## src/rtl/fetch_pkg.sv

```systemverilog
// Shared types and constants for the instruction fetch front end.
// The fetch_entry_t type pairs a returned instruction word with the PC it was fetched from.
package fetch_pkg;

    localparam int INSTR_W = 32;
    localparam int XLEN    = 64;

    localparam logic [INSTR_W-1:0] NOP_INSTR = 32'h00000013;

    typedef struct packed {
        logic [XLEN-1:0]    pc;
        logic [INSTR_W-1:0] instr;
    } fetch_entry_t;

    function automatic logic [XLEN-1:0] word_align(input logic [XLEN-1:0] addr);
        return {addr[XLEN-1:2], 2'b00};
    endfunction

endpackage

```

## src/rtl/fetch_fifo.sv

```systemverilog
// Prefetch FIFO of fetch_entry_t. Latency: a push is visible at the head next cycle; no bypass.
// Backpressure: pop is ignored when empty, push is ignored when full unless a pop frees the slot; clear wins.
module fetch_fifo
    import fetch_pkg::*;
#(
    parameter int DEPTH = 4
) (
    input  logic                   clk,
    input  logic                   reset,
    input  logic                   clear,
    input  logic                   push,
    input  fetch_entry_t           push_dat,
    input  logic                   pop,
    output logic                   head_vld,
    output fetch_entry_t           head_dat,
    output logic [$clog2(DEPTH):0] count
);

    localparam int PTR_W = $clog2(DEPTH);
    localparam int CNT_W = PTR_W + 1;

    fetch_entry_t     mem_q [DEPTH];
    logic [PTR_W-1:0] wr_ptr_q, wr_ptr_d;
    logic [PTR_W-1:0] rd_ptr_q, rd_ptr_d;
    logic [CNT_W-1:0] count_q, count_d;
    logic             do_push;
    logic             do_pop;

    always_comb begin
        do_pop   = pop && (count_q != '0) && !clear;
        do_push  = push && !clear && ((count_q != CNT_W'(DEPTH)) || do_pop);
        wr_ptr_d = wr_ptr_q;
        rd_ptr_d = rd_ptr_q;
        count_d  = count_q;
        if (clear) begin
            wr_ptr_d = '0;
            rd_ptr_d = '0;
            count_d  = '0;
        end else begin
            if (do_push) begin
                wr_ptr_d = wr_ptr_q + PTR_W'(1);
            end
            if (do_pop) begin
                rd_ptr_d = rd_ptr_q + PTR_W'(1);
            end
            count_d = count_q + CNT_W'(do_push) - CNT_W'(do_pop);
        end
    end

    always_ff @(posedge clk or negedge reset) begin
        if (!reset) begin
            wr_ptr_q <= '0;
            rd_ptr_q <= '0;
            count_q  <= '0;
        end else begin
            wr_ptr_q <= wr_ptr_d;
            rd_ptr_q <= rd_ptr_d;
            count_q  <= count_d;
        end
    end

    // Storage carries no reset; validity is tracked purely by count_q.
    always_ff @(posedge clk) begin
        if (do_push) begin
            mem_q[wr_ptr_q] <= push_dat;
        end
    end

    assign head_vld = (count_q != '0);
    assign head_dat = mem_q[rd_ptr_q];
    assign count    = count_q;

endmodule

```

## src/rtl/fetch_unit.sv

```systemverilog
// Fetch front end: owns fetch PC, issues credit-limited imem requests, buffers words for IF/ID (FETCH_PERF_CNT_EN adds perf counters).
// Latency: 2 cycles minimum request-to-output; out_ready=0 holds the head and fetching stops once credits run out.
module fetch_unit
    import fetch_pkg::*;
#(
    parameter int          DEPTH           = 4,
    parameter int          MAX_OUTSTANDING = 2,
    parameter logic [63:0] RESET_PC        = 64'h0
) (
    input  logic               clk,
    input  logic               reset,
    input  logic               redirect,
    input  logic [XLEN-1:0]    redirect_pc,
    input  logic               out_ready,
    output logic               imem_req,
    output logic [XLEN-1:0]    imem_addr,
    input  logic               imem_gnt,
    input  logic               imem_rvalid,
    input  logic [INSTR_W-1:0] imem_rdata,
    output logic               instr_valid,
    output logic [INSTR_W-1:0] instr_out,
    output logic [XLEN-1:0]    pc_out
`ifdef FETCH_PERF_CNT_EN
    ,
    output logic [31:0]        perf_empty_cycles,
    output logic [31:0]        perf_dropped
`endif
);

    localparam int PTR_W = $clog2(DEPTH);
    localparam int CNT_W = PTR_W + 1;
    localparam int CRD_W = CNT_W + 1;

    logic [XLEN-1:0]  fetch_pc_q, fetch_pc_d;
    logic [XLEN-1:0]  resp_pc_q, resp_pc_d;
    logic [CNT_W-1:0] outst_q, outst_d;
    logic [CNT_W-1:0] drop_q, drop_d;
    logic [CNT_W-1:0] fifo_count;
    logic [CRD_W-1:0] credit_used;
    logic             accept;
    logic             push;
    logic             pop;
    logic             head_vld;
    fetch_entry_t     head_dat;
    fetch_entry_t     push_entry;

    always_comb begin
        // Slots already promised: buffered words plus live (non-dropped) requests in flight.
        credit_used = {1'b0, fifo_count} + {1'b0, outst_q} - {1'b0, drop_q};
        imem_req    = reset && !redirect
                      && (outst_q < CNT_W'(MAX_OUTSTANDING))
                      && (credit_used < CRD_W'(DEPTH));
        accept      = imem_req && imem_gnt;
        push        = imem_rvalid && !redirect && (drop_q == '0);
        pop         = head_vld && out_ready && !redirect;

        push_entry.pc    = resp_pc_q;
        push_entry.instr = imem_rdata;

        outst_d    = outst_q + CNT_W'(accept) - CNT_W'(imem_rvalid);
        drop_d     = drop_q;
        fetch_pc_d = fetch_pc_q;
        resp_pc_d  = resp_pc_q;

        if (redirect) begin
            drop_d     = outst_q - CNT_W'(imem_rvalid);
            fetch_pc_d = word_align(redirect_pc);
            resp_pc_d  = word_align(redirect_pc);
        end else begin
            if (imem_rvalid && (drop_q != '0)) begin
                drop_d = drop_q - CNT_W'(1);
            end
            if (accept) begin
                fetch_pc_d = fetch_pc_q + 64'd4;
            end
            if (push) begin
                resp_pc_d = resp_pc_q + 64'd4;
            end
        end
    end

    always_ff @(posedge clk or negedge reset) begin
        if (!reset) begin
            fetch_pc_q <= RESET_PC;
            resp_pc_q  <= RESET_PC;
            outst_q    <= '0;
            drop_q     <= '0;
        end else begin
            fetch_pc_q <= fetch_pc_d;
            resp_pc_q  <= resp_pc_d;
            outst_q    <= outst_d;
            drop_q     <= drop_d;
        end
    end

    fetch_fifo #(
        .DEPTH(DEPTH)
    ) u_fifo (
        .clk      (clk),
        .reset    (reset),
        .clear    (redirect),
        .push     (push),
        .push_dat (push_entry),
        .pop      (pop),
        .head_vld (head_vld),
        .head_dat (head_dat),
        .count    (fifo_count)
    );

    assign imem_addr   = fetch_pc_q;
    assign instr_valid = head_vld;
    assign instr_out   = head_vld ? head_dat.instr : NOP_INSTR;
    assign pc_out      = head_vld ? head_dat.pc : '0;

`ifdef FETCH_PERF_CNT_EN
    logic [31:0] perf_empty_q;
    logic [31:0] perf_drop_q;
    logic        rsp_drop;

    assign rsp_drop = imem_rvalid && (redirect || (drop_q != '0));

    always_ff @(posedge clk or negedge reset) begin
        if (!reset) begin
            perf_empty_q <= '0;
            perf_drop_q  <= '0;
        end else begin
            if (out_ready && !head_vld && !redirect && (perf_empty_q != '1)) begin
                perf_empty_q <= perf_empty_q + 32'd1;
            end
            if (rsp_drop && (perf_drop_q != '1)) begin
                perf_drop_q <= perf_drop_q + 32'd1;
            end
        end
    end

    assign perf_empty_cycles = perf_empty_q;
    assign perf_dropped      = perf_drop_q;
`endif

endmodule

```

## config.mk

```make
export PLATFORM = sky130hd
export DESIGN_NAME = fetch_unit
export DESIGN_NICKNAME = d
export VERILOG_FILES = /design/src/rtl/fetch_pkg.sv /design/src/rtl/fetch_fifo.sv /design/src/rtl/fetch_unit.sv
export SDC_FILE = /design/constraint.sdc
export NUM_CORES = 1
export LEC_CHECK = 0
export ABC_AREA = 1
export CAP_MARGIN = 20
export CORE_MARGIN = 3
export CORE_UTILIZATION = 40
export DETAILED_ROUTE_END_ITERATION = 10
export GPL_TIMING_DRIVEN = 0
export PLACE_DENSITY = 0.59
export SYNTH_ARGS = -nofsm -noshare
export SYNTH_HDL_FRONTEND = slang
export SYNTH_SLANG_ARGS = --single-unit
```

## constraint.sdc

```tcl
create_clock -name clk -period 13.3 [get_ports clk]
set_input_delay 2.66 -clock clk [delete_from_list [all_inputs] [get_ports clk]]
set_output_delay 2.66 -clock clk [all_outputs]
set_load 0.05 [all_outputs]
```

# Yosys cells after proc, flatten, opt, wreduce, memory -nomap -nowiden

Memory sizes are Yosys's and may differ from the RTL's.
Index checks and enable logic that the tools add are counted.

Memories: 1
Output and inout bits: 162
Register bits after elaboration: 141
RAM bits: 384

Memory list:

| memory       | depth | bits a word | rd ports | clocked after memory_dff | write ports | RTL line         | source |
|---|---|---|---|---|---|---|---|
| u_fifo.mem_q | 4     | 96          | 1        | 0                        | 1           | fetch_fifo.sv:22 | `fetch_entry_t mem_q [DEPTH];` |

Equal/unequal tests: 1
Magnitude comparators: 2
Muxes and demuxes: 15
Add/sub/neg operators: 12
Reductions and logical operators: 23

Operators by type and width:

| kind                                                                 | number |
|---|---|
| 64-bit two-way mux                                                   | 5 |
| 64-bit by 3-bit adder with 64-bit output, second input constant      | 2 |
| 32-bit two-way mux                                                   | 1 |
| 1-bit logical AND                                                    | 13 |
| 2-bit nonzero test                                                   | 5 |
| 3-bit two-way mux                                                    | 3 |
| 3-bit by 1-bit subtractor with 3-bit output                          | 3 |
| 2-bit two-way mux                                                    | 4 |
| 3-bit by 1-bit adder with 3-bit output                               | 2 |
| 3-bit nonzero test                                                   | 2 |
| 2-bit by 1-bit adder with 2-bit output, second input constant        | 2 |
| 3-bit by 3-bit adder with 4-bit output                               | 1 |
| 4-bit by 3-bit < comparator with 1-bit output, second input constant | 1 |
| 4-bit by 3-bit subtractor with 4-bit output                          | 1 |
| 3-bit logical NOT                                                    | 1 |
| 3-bit by 2-bit < comparator with 1-bit output, second input constant | 1 |
| 3-bit inequality test, second input constant                         | 1 |
| 3-bit by 1-bit subtractor with 3-bit output, second input constant   | 1 |
| 1-bit two-way mux                                                    | 2 |
| 1-bit logical NOT                                                    | 1 |
| 1-bit logical OR                                                     | 1 |

# Logic depth before layout (Yosys ltp)

Word-level depth: 10
Depth in mapped cells: 15
Depth with buffers taken out: 15

# Modules after synthesis

From an unflattened synthesis, not the netlist that was laid out.

Cell total of the unflattened synthesis: 2823
Area, all modules: 25434.4 um2

Modules (own cells, without submodules):

| module     | cells each | area each (um2) | times used |
|---|---|---|---|
| fetch_fifo | 991        | 14605.3         | 1 |
| fetch_unit | 1832       | 10829.1         | 1 |

# Worst setup path after synthesis

OpenSTA, ideal clock, no wires.

Path kind: input-to-reg
Start point: in imem_rvalid
End point: mem u_fifo.mem_q[0][0] (netlist bit) (enable)
Library setup time: 548 ps
Path slack: 5717 ps
Path buffers: 0
Cell stages on the path: 6
Arrival: 7036 ps
Path through: inv_1 nor2_1 nand2_1 inv_1 nand2_1 nor2_1

Longest elaborated chain between the ends: 6

Ends and longest elaborated chain:

| item                                    | RTL line         | source |
|---|---|---|
| start: declaration                      | fetch_unit.sv:18 | `input logic imem_rvalid,` |
| 1-bit logical AND (2 in series)         | fetch_unit.sv:54 | `push = imem_rvalid && !redirect && (drop_q == '0);` |
| 1-bit logical AND (2 in series)         | fetch_fifo.sv:31 | `do_push = push && !clear && ((count_q != CNT_W'(DEPTH)) \|\| do_pop);` |
| 1-bit two-way mux                       | fetch_fifo.sv:64 | `if (do_push) begin` |
| 1-bit two-way mux (not written as such) | fetch_fifo.sv:65 | `mem_q[wr_ptr_q] <= push_dat;` |
| end: declaration                        | fetch_fifo.sv:22 |  |

Every way passes these cells.

# Worst setup path after layout

Start point: in reset
End point: out imem_req

Longest elaborated chain between the ends: 3

Ends and longest elaborated chain:

| item               | RTL line         | source |
|---|---|---|
| start: declaration | fetch_unit.sv:11 | `input logic reset,` |
| 1-bit logical AND  | fetch_unit.sv:50 | `imem_req = reset && !redirect` |
| 1-bit logical AND  | fetch_unit.sv:51 | `&& (outst_q < CNT_W'(MAX_OUTSTANDING))` |
| 1-bit logical AND  | fetch_unit.sv:52 | `&& (credit_used < CRD_W'(DEPTH));` |
| end: declaration   | fetch_unit.sv:15 | `output logic imem_req,` |

Every way passes these cells.

==> flow_summary_export.csv <==
group,metric,value,unit
setup_path,path_buf_inv,3,
global_route,grt_usage,26.49,%
clock_tree,clk_path_buf_depth,3,
clock_tree,clkSinkCount,513,
place,gp_congestion,1.033,
yosys,synth_area,25030,um2
setup_path,path_delay_family,"buffers and inverters",
sta,period_share,56.63,%
yosys,ys_warn_count,0,
setup_path,cp_slowest_cell,"clkdlybuf4s50_1",
clock_tree,h-tree-depth,2,
cells_and_area,antennaDiodeCount,0,
worst_hold_path,hold_class,"reg -> reg",
sta,setup-violations-final,0,
cells_and_area,drive_gt1_share,6.541,%
floorplan,die_h,256.2,um
clock_tree,cts_tree,"done",
floorplan,rows,91,
power,power.density,192.3,nW/um2
setup_path,crit_chain,"buf_8 > buf_16 > and3_1 > nand3_1 > nor2_4 > clkdlybuf4s50_1",
drt,firstDrtPassIters,7,
setup_path,critical_path_class,"in -> out",
setup_path,crit_arrival,4870,ps
clock_tree,post_cts_resized,0,
cells_and_area,post-route-cell-area,30820,um2
sta,final_max_slew_viol_count,0,
drt,drtAntennaViolNets,0,
sta,rsz0062_at_grt,"false",
power,ir_drop,0.0001110,V
place,place_area,28990,um2
cells_and_area,nets,3272,
drt,drcViolationCount,0,
job,max_cap_violations,0,
floorplan,core,61830,um2
global_route,grt_pass1_vias,20910,
yosys,synthCells,2816,
setup_path,end_kind,"output pin",
yosys,synth_ff_type,"edfxtp_1",
clock_tree,cts-root-buf,"clkbuf_16",
clock_tree,postCtsHoldBufs,0,
cells_and_area,area_delta_synth_final,23.12,%
floorplan,start_util,40.49,%
yosys,syn_avg_cell_area,8.890,um2
yosys,seq_area_frac_synth,58.80,%
global_route,grt_max_degree,89,
sta,setup_tns,0,ps
drt,viasPerCell,5.327,
floorplan,die-area,65620,um2
yosys,async_flop_share,26.71,%
clock_tree,clkLatencyLatePin,620,ps
clock_tree,clkTransAtPathRegs,60,ps
drt,via_count,21480,
drt,detail_route.wirelength,88830,um
sta,worstMarginPinSlew,1112,ps
drt,wire_per_inst,22.03,um
sta,fin_crit,7532,ps
setup_path,crit_path_max_incr_delay,820,ps
power,leakage,0.01153,uW
sta,final-hold-violation-count,0,
yosys,synth-edff-count,376,
drt,drtIter0Drc,1977,
floorplan,ios,264,
global_route,grt_overflow,0,
run_status,status,"finished clean",
yosys,synth_seq_cells,513,
yosys,synth_cell_types,43,
setup_path,required,10640,ps
clock_tree,cts_setup_buffers,0,
place,port_buffers,256,
yosys,yosysMostFrequentCell,"nand2_1",
setup_path,cp-start-kind,"input port",
yosys,synthTopCellsByCount,"nand2_1 (617), nor2_1 (604), edfxtp_1 (376)",
yosys,synth.largest_area_cell,"edfxtp_1",
global_route,grt_pass1_wl,132000,um
setup_path,path_max_fanout,88,
sta,clock.fmax,132.8,MHz
global_route,antenna_found_initial,0,
sta,skew,28.63,ps
yosys,yosysTopAreaCellShare,45.10,%
clock_tree,cts_made_buffers,57,
place,hpwlAfterDp,64850,um
yosys,synth_area_leaders,"edfxtp_1 (45%), dfrtp_1 (14%), nand2_1 (9.3%)",
floorplan,fp.dieW,256.2,um
sta,relSlewSlack,25.88,%
## area by class of cell
class,instances,area [um2]
flip-flops and latches,513,14720
multi-input cells,1991,9046
inverters,196,743.2
repair buffers,270,2863
plain buffers,119,566.8
fillers,5774,31000
clock inverters,39,371.6
clock buffers,67,1464
well taps,837,1047
## through the flow
step / instances / hold slack [ps] / total power (uW) / worst slack, ps / utilization, %
6_report: 4032 / 552.7 / 5925 / 5768 / 49.85
5_1_grt: 4032 / 582.5 / 6196 / 5579 / 49.85
4_1_cts: 4032 / 565.3 / 5960 / 5700 / 49.85
3_5_place_dp: 3926 / 550.6 / 4394 / 5713 / 46.88
3_3_place_gp: 3912 / 535.0 / 4370 / 527.5 / 46.35
2_1_floorplan: 2819 / 496.0 / 3478 / 5717 / -
## placed cells by master, fill, tap and decap left out, drive strengths merged
cell type	count
or2	2
nor3	23
o21bai	8
nor2	633
clkbuf	118
a22o	1
conb	4
clkinvlp	4
ha	18
bufinv	5
xor2	15
nor3b	2
o21ai	286
a31oi	3
dfrtp	137
clkdlybuf4s50	255
inv	197
buf	83
a21o	3
clkinv	29
nand3	163
and3	2
o31ai	2
o221ai	2
fa	4
nand3b	6
o311ai	4
o211ai	14
xnor2	6
a21oi	124
nand4	41
nand2	625
edfxtp	376
## path summary, 6_finish.rpt
kind | from | to | slack, ps | depth (start not counted)
min reg2reg | u_fifo.wr_ptr_q[0] | u_fifo.wr_ptr_q[0] | 550 | 1
min | u_fifo.wr_ptr_q[0] | u_fifo.wr_ptr_q[0] | 550 | 1
max reg2reg | u_fifo.count[2] | u_fifo.count[2] | 9960 | 12
max in group asynchronous | reset | imem_addr[37] | 10450 | 2
max | reset | imem_req | 5770 | 6
min in group asynchronous | reset | imem_addr[50] | 1960 | 1
## per-layer routing
layer  global-route usage (%)  wire [um]
met4                    10.26       3695
met1                    35.16      37320
met5                        0          0
met2                    43.67      41850
met3                    4.326       5959
## power by group
part	leakage [uW]	switching (uW)	total (uW)	internal, uW
logic	0.00557	1650	2320	669
registers	0.00507	177	2040	1860
clock network	0.000890	679	1570	888
## flip-flops by register name (all words and copies together), names as in the netlist
signal           cells
drop_q               3
imem_addr           62
outst_q              3
u_fifo.wr_ptr_q      2
u_fifo.mem_q       376
u_fifo.count         3
u_fifo.rd_ptr_q      2
resp_pc_q           62
## kinds of logic (layout without fill, tap and decap cells)
group	count (synthesis)	after routing	synth area share, %
xor gates and xnor gates	21	21	0.7347
AOI/OAI and AO/OA	447	447	9.326
adders and majority gates	22	22	1.220
buffers and inverters	315	691	5.233
other	1	4	0.01498
DFF	513	513	58.80
and+or+nand+nor	1497	1497	24.68
## worst register-to-register path, delay by kind of cell, from the launching register on
family | cells | cell delay (ps)
DFF | 1 | 420
and+or+nand+nor | 6 | 1580
buffers and inverters | 3 | 430
adders and majority gates | 3 | 820
(Power assumes the default switching activity.)
